==> src/rtl/psum_out_drain_pkg.sv <==
// Shared definitions for the psum output drain stage.
// Holds the drain FSM encoding and the default beat width.
package psum_out_drain_pkg;

    typedef enum logic {
        ST_IDLE   = 1'b0,
        ST_STREAM = 1'b1
    } drain_state_t;

    localparam int OUT_BW_DEFAULT = 32;

endpackage

==> src/rtl/psum_out_drain_fifo.sv <==
// Vector FIFO for the drain stage: depth entries of one full psum vector.
// Push/pop arrive pre-qualified from the drain control.
module psum_vec_fifo
    import psum_out_drain_pkg::*;
#(
    parameter int depth = 4,
    parameter int width = 128,
    localparam int PTR_W = $clog2(depth),
    localparam int CNT_W = $clog2(depth) + 1
) (
    input  logic             clk,
    input  logic             reset,
    input  logic             push,
    input  logic             pop,
    input  logic [width-1:0] wr_data,
    output logic             full,
    output logic             empty,
    output logic [CNT_W-1:0] count,
    output logic [width-1:0] head
);

    logic [width-1:0] mem_q [depth];
    logic [PTR_W-1:0] wr_ptr_q, wr_ptr_d;
    logic [PTR_W-1:0] rd_ptr_q, rd_ptr_d;
    logic [CNT_W-1:0] count_q, count_d;

    always_comb begin
        wr_ptr_d = wr_ptr_q;
        rd_ptr_d = rd_ptr_q;
        count_d  = count_q;
        if (push) begin
            wr_ptr_d = wr_ptr_q + PTR_W'(1);
        end
        if (pop) begin
            rd_ptr_d = rd_ptr_q + PTR_W'(1);
        end
        count_d = count_q + CNT_W'(push) - CNT_W'(pop);
    end

    always_ff @(posedge clk or posedge reset) begin
        if (reset) begin
            wr_ptr_q <= '0;
            rd_ptr_q <= '0;
            count_q  <= '0;
        end else begin
            wr_ptr_q <= wr_ptr_d;
            rd_ptr_q <= rd_ptr_d;
            count_q  <= count_d;
        end
    end

    // Storage needs no reset: the head is only observed while non-empty.
    always_ff @(posedge clk) begin
        if (push) begin
            mem_q[wr_ptr_q] <= wr_data;
        end
    end

    assign full  = (count_q == CNT_W'(depth));
    assign empty = (count_q == '0);
    assign count = count_q;
    assign head  = mem_q[rd_ptr_q];

endmodule

==> src/rtl/psum_out_drain.sv <==
// Drains 128-bit core output vectors through a FIFO into narrow beats.
// Core cannot stall, so vectors arriving to a full FIFO are dropped.
module psum_out_drain
    import psum_out_drain_pkg::*;
#(
    parameter int col     = 8,
    parameter int psum_bw = 16,
    parameter int out_bw  = OUT_BW_DEFAULT,
    parameter int depth   = 4
) (
    input  logic                   clk,
    input  logic                   reset,
    input  logic                   in_valid,
    input  logic [psum_bw*col-1:0] in_data,
    input  logic                   clear,
    output logic                   out_valid,
    input  logic                   out_ready,
    output logic [out_bw-1:0]      out_data,
    output logic                   out_last,
    output logic                   overflow,
    output logic [15:0]            vec_count
);

    localparam int VEC_W  = psum_bw * col;
    localparam int BEATS  = VEC_W / out_bw;
    localparam int BEAT_W = (BEATS > 1) ? $clog2(BEATS) : 1;
    localparam int CNT_W  = $clog2(depth) + 1;

    if ((VEC_W % out_bw) != 0) begin : g_bad_width
        $error("psum_bw*col must be a multiple of out_bw");
    end
    if ((depth < 2) || ((depth & (depth - 1)) != 0)) begin : g_bad_depth
        $error("depth must be a power of two and at least 2");
    end

    drain_state_t      state_q, state_d;
    logic [BEAT_W-1:0] beat_q, beat_d;
    logic              overflow_q, overflow_d;
    logic [15:0]       vec_count_q, vec_count_d;

    logic              fifo_full;
    logic              fifo_empty;
    logic [CNT_W-1:0]  fifo_count;
    logic [VEC_W-1:0]  fifo_head;

    logic              xfer;
    logic              at_last;
    logic              last_pop;
    logic              push;
    logic [out_bw-1:0] beat_word;

    assign at_last  = (beat_q == BEAT_W'(BEATS - 1));
    assign xfer     = out_valid & out_ready;
    assign last_pop = xfer & at_last;
    // A pop in the same cycle frees the slot a full FIFO needs.
    assign push     = in_valid & (~fifo_full | last_pop);

    psum_vec_fifo #(
        .depth (depth),
        .width (VEC_W)
    ) u_fifo (
        .clk     (clk),
        .reset   (reset),
        .push    (push),
        .pop     (last_pop),
        .wr_data (in_data),
        .full    (fifo_full),
        .empty   (fifo_empty),
        .count   (fifo_count),
        .head    (fifo_head)
    );

    always_comb begin
        beat_word = '0;
        for (int b = 0; b < BEATS; b++) begin
            if (beat_q == BEAT_W'(b)) begin
                beat_word = fifo_head[out_bw*b +: out_bw];
            end
        end
    end

    always_comb begin
        state_d     = state_q;
        beat_d      = beat_q;
        overflow_d  = overflow_q;
        vec_count_d = vec_count_q;

        unique case (state_q)
            ST_IDLE: begin
                if (push) begin
                    state_d = ST_STREAM;
                end
            end
            ST_STREAM: begin
                if (last_pop && fifo_count == CNT_W'(1) && !push) begin
                    state_d = ST_IDLE;
                end
            end
        endcase

        if (xfer) begin
            beat_d = at_last ? '0 : beat_q + BEAT_W'(1);
        end

        if (clear) begin
            overflow_d  = 1'b0;
            vec_count_d = '0;
        end else begin
            if (in_valid && !push) begin
                overflow_d = 1'b1;
            end
            if (last_pop) begin
                vec_count_d = vec_count_q + 16'd1;
            end
        end
    end

    always_ff @(posedge clk or posedge reset) begin
        if (reset) begin
            state_q     <= ST_IDLE;
            beat_q      <= '0;
            overflow_q  <= 1'b0;
            vec_count_q <= '0;
        end else begin
            state_q     <= state_d;
            beat_q      <= beat_d;
            overflow_q  <= overflow_d;
            vec_count_q <= vec_count_d;
        end
    end

    assign out_valid = (state_q == ST_STREAM);
    assign out_last  = out_valid & at_last;
    assign out_data  = out_valid ? beat_word : '0;
    assign overflow  = overflow_q;
    assign vec_count = vec_count_q;

    logic unused_empty;
    assign unused_empty = fifo_empty;

endmodule

==> config.mk <==
export PLATFORM = sky130hd
export DESIGN_NAME = psum_out_drain
export DESIGN_NICKNAME = d
export VERILOG_FILES = /design/src/rtl/psum_out_drain_pkg.sv /design/src/rtl/psum_out_drain_fifo.sv /design/src/rtl/psum_out_drain.sv
export SDC_FILE = /design/constraint.sdc
export NUM_CORES = 1
export LEC_CHECK = 0
export ABC_AREA = 1
export CAP_MARGIN = 0
export CELL_PAD_IN_SITES_DETAIL_PLACEMENT = 2
export CELL_PAD_IN_SITES_GLOBAL_PLACEMENT = 2
export CORE_UTILIZATION = 35
export CTS_CLUSTER_SIZE = 14
export DETAILED_ROUTE_END_ITERATION = 7
export GPL_ROUTABILITY_DRIVEN = 0
export PLACE_DENSITY_LB_ADDON = 0.25
export SETUP_SLACK_MARGIN = 0.4
export SLEW_MARGIN = 20
export SYNTH_ARGS = -nofsm -noshare
export SYNTH_HDL_FRONTEND = slang
export SYNTH_SLANG_ARGS = --single-unit
export TNS_END_PERCENT = 30
==> constraint.sdc <==
create_clock -name clk -period 14.7 [get_ports clk]
set_input_delay 1.47 -clock clk [delete_from_list [all_inputs] [get_ports clk]]
set_output_delay 1.47 -clock clk [all_outputs]
set_load 0.01 [all_outputs]
==> metrics.cfg <==
[routing]
postRouteAntennaNets = 0
vias = 15530
vias_per_cell = 5.032
drt-total-wl_um = 70020
dr.pass1.iters = 7
wire_per_inst_um = 22.69
drcViolationCount = 0
drt_iter0_markers = 750

[power]
power_frac_clock = 0.270
p_sw_frac = 0.3762
ir_drop_uv = 152.8
power_density_nw_per_um2 = 209.3
p_int_mw = 3.540
p_switching_mw = 2.136
total_leakage_power_nw = 10.39
p_seq_frac = 0.377
p_comb_frac = 0.354

[clock_tree]
insertion_delay_ns = 0.64
cts_tree = built
postCtsResizedCells = 0
htreeDepth = 2
cts.clk_slew.worst_paths_ns = 0.06
postCtsSetupRepairBufs = 0
cts-root-buf = clkbuf_16
cts_buffers = 60
cts_buffer_depth = 3
cts_sinks = 539
hold_buffers = 0

[synth]
ys_ff_latch = 539
yosysUniqueCellTypes = 29
synth_seq_area_share = 0.7128
yosysMostFrequentCell = nand2_1
synth.area.mux_share = 0
synth_ff_type = edfxtp_1
synth_commonest_cells = nand2_1, edfxtp_1, nand3_1
ys_async_sr_fraction = 0.05009
synth_edf_count = 512
synthXorXnorAreaFrac = 0.002334
synth_fa_ha_area_frac = 0.007002
synth.avg_cell_area_um2 = 11.09
syn_area_um2 = 22520
synth_top_area_cell = edfxtp_1
synth_nets = 2176
synth_top_family_by_area = simple AND/OR/NAND/NOR gates
syn_inst = 2031
synth-compound-area-share = 0.04062
synth_warnings = 0
yosys.area_share.simple = 0.1800
synth_top_area_share = 0.6828
synth_area_leaders = edfxtp_1, nand2_1, nand3_1

[critical_path]
worstRegToRegCells = 6
setup.worst_path.class = flop to primary output
cp-start-kind = flop
cp_data_required_time_ns = 13.23
timing.rr.end = u_fifo.mem_q[1][5]$_DFFE_PP_
rrSetupSlack_ns = 10.14
r2r-start = out_valid$_DFF_PP0_
cp_max_fo = 124
cp.arrival_ns = 5.05
cp-end-kind = primary output

[grt]
top_usage_layer = met2
grtUsageMet3 = 0.03377
met2_usage = 0.3866
grt_max_degree = 204
grt_pass1_vias = 17560
grt_remaining_overflow = 0
grt_util_met1 = 0.2582
grtUsageTotal = 0.2159
antenna_found_initial = 8
grt_pass1_wl_um = 106700

[floorplan]
start_util = 0.3557
fp-row-count = 92
die_area_um2 = 65350
die_width_um = 255.6
die_y_um = 255.6
core-area_um2 = 63310
top_level_ports = 184

[finish]
final_nets = 2332
area_growth_pct = 20.44
drive_gt1_frac = 0.05593

[sta]
rsz0062_at_grt = false
timing.setup.tns_ns = 0
max_freq_mhz = 153.4
hold_slack_ns = 0.5398
hold_violations = 0
relSlewSlack = 0.2913
tightest_slew_ns = 1.063
finalSetupViolCount = 0
maxSlewViolCount = 0
period_needed_ns = 6.518
finalClockSkew_ns = 0.02725
fin_crit_sh = 0.4434

[worst_hold_path]
worstHoldStart = overflow$_DFFE_PP0P_
hold_path_class = flop to flop
worstHoldPathCells = 2
whs_endpoint = overflow$_DFFE_PP0P_

[job]
drv_cap = 0

[placed_design]
io_buffers = 183
dp_hpwl_um = 41430

[run_status]
outcome = completed

==> area by class of cell <==
type,instances,area (um2)
inverter,202,768.2
clock buffer,77,1585
fill,6498,36190
timing repair buffer,203,2027
multi-input combinational,1181,5216
sequential,539,16060
tap,846,1059
clock inverter,33,392.9
antenna,5,12.51
==> kinds of logic (layout without fill, tap and decap cells) <==
family                     after synthesis  count (layout)
DFF                                    539             539
xor gates and xnor gates                 6               6
other                                    0               5
and+or+nand+nor                        982             982
AOI/OAI and AO/OA                      181             181
buffers and inverters                  311             515
adders and majority gates               12              12
==> sequential cells by signal, indices dropped and copies added, names as in the netlist <==
name / count
beat_q: 2
u_fifo.wr_ptr_q: 2
out_valid: 1
u_fifo.count: 3
overflow: 1
u_fifo.mem_q: 512
vec_count: 16
u_fifo.rd_ptr_q: 2
==> worst max-delay path: stages (launching register included) <==
cell and delay (ns):
dfrtp_4 0.72, inv_8 0.63, buf_4 0.83, buf_4 0.64, nand2_1 0.12, nand3_1 0.10, nand3_1 0.08, nand2_1 0.08
inv_1 0.05, a21oi_1 0.36, clkdlybuf4s50_1 0.62
==> how the worst max path moves through the flow <==
stage	start	endpoint	slack [ns]	depth (start not counted)
after CTS	u_fifo.rd_ptr_q[0]$_DFFE_PP0P_	out_data[17]	8.13	10
after floorplan	out_ready	u_fifo.mem_q[0][0]$_DFFE_PP_	6.88	4
final	u_fifo.rd_ptr_q[0]$_DFFE_PP0P_	out_data[17]	8.18	10
after global routing	u_fifo.rd_ptr_q[0]$_DFFE_PP0P_	out_data[17]	7.89	10
after global placement	u_fifo.rd_ptr_q[0]$_DFFE_PP0P_	out_data[17]	8.92	10
after detailed placement	u_fifo.rd_ptr_q[0]$_DFFE_PP0P_	out_data[17]	8.82	10
==> cells in the final DEF, fill, tap and decap left out, types with 12 or more instances in the layout <==
| cell type | instances |
|---|---|
| a21oi_1 | 41 |
| buf_4 | 17 |
| clkbuf_1 | 15 |
| clkbuf_16 | 60 |
| clkdlybuf4s50_1 | 183 |
| clkinv_1 | 12 |
| dfrtp_1 | 24 |
| edfxtp_1 | 512 |
| inv_1 | 196 |
| nand2_1 | 581 |
| nand3_1 | 268 |
| nor2_1 | 116 |
| o21ai_0 | 112 |
| o21ai_1 | 25 |
==> power by group through the flow <==
stage / Combinational [mW] / Clock [mW] / Sequential [mW]
after floorplan: 1.19 / 0 / 2.15
after global placement: 1.96 / 0 / 2.15
after detailed placement: 2.04 / 0 / 2.17
after CTS: 2.06 / 1.57 / 2.14
after global routing: 2.23 / 1.62 / 2.16
final: 2.01 / 1.53 / 2.14
==> layer usage <==
layer | vias to the layer above | wire length, um
li1 | 7170 | -
met1 | 7970 | 28630
met2 | 272 | 36230
met3 | 112 | 2665
met4 | 6 | 2451
met5 | - | 37
==> metrics by stage <==
| step | setup WS [ns] | instances | instance area, um2 | utilization | power (mW) |
|---|---|---|---|---|---|
| floorplan | 6.877 | 2031 | 22520 | - | 3.344 |
| CTS | 8.130 | 3080 | 27080 | 0.4277 | 5.771 |
| global placement | 8.917 | 2970 | 25100 | 0.3965 | 4.114 |
| finish | 8.182 | 3086 | 27120 | 0.4284 | 5.676 |
| global route | 7.891 | 3083 | 27110 | 0.4282 | 6.014 |
| detailed placement | 8.817 | 2970 | 25100 | 0.3965 | 4.211 |
Power figures use the tool's default switching activity.
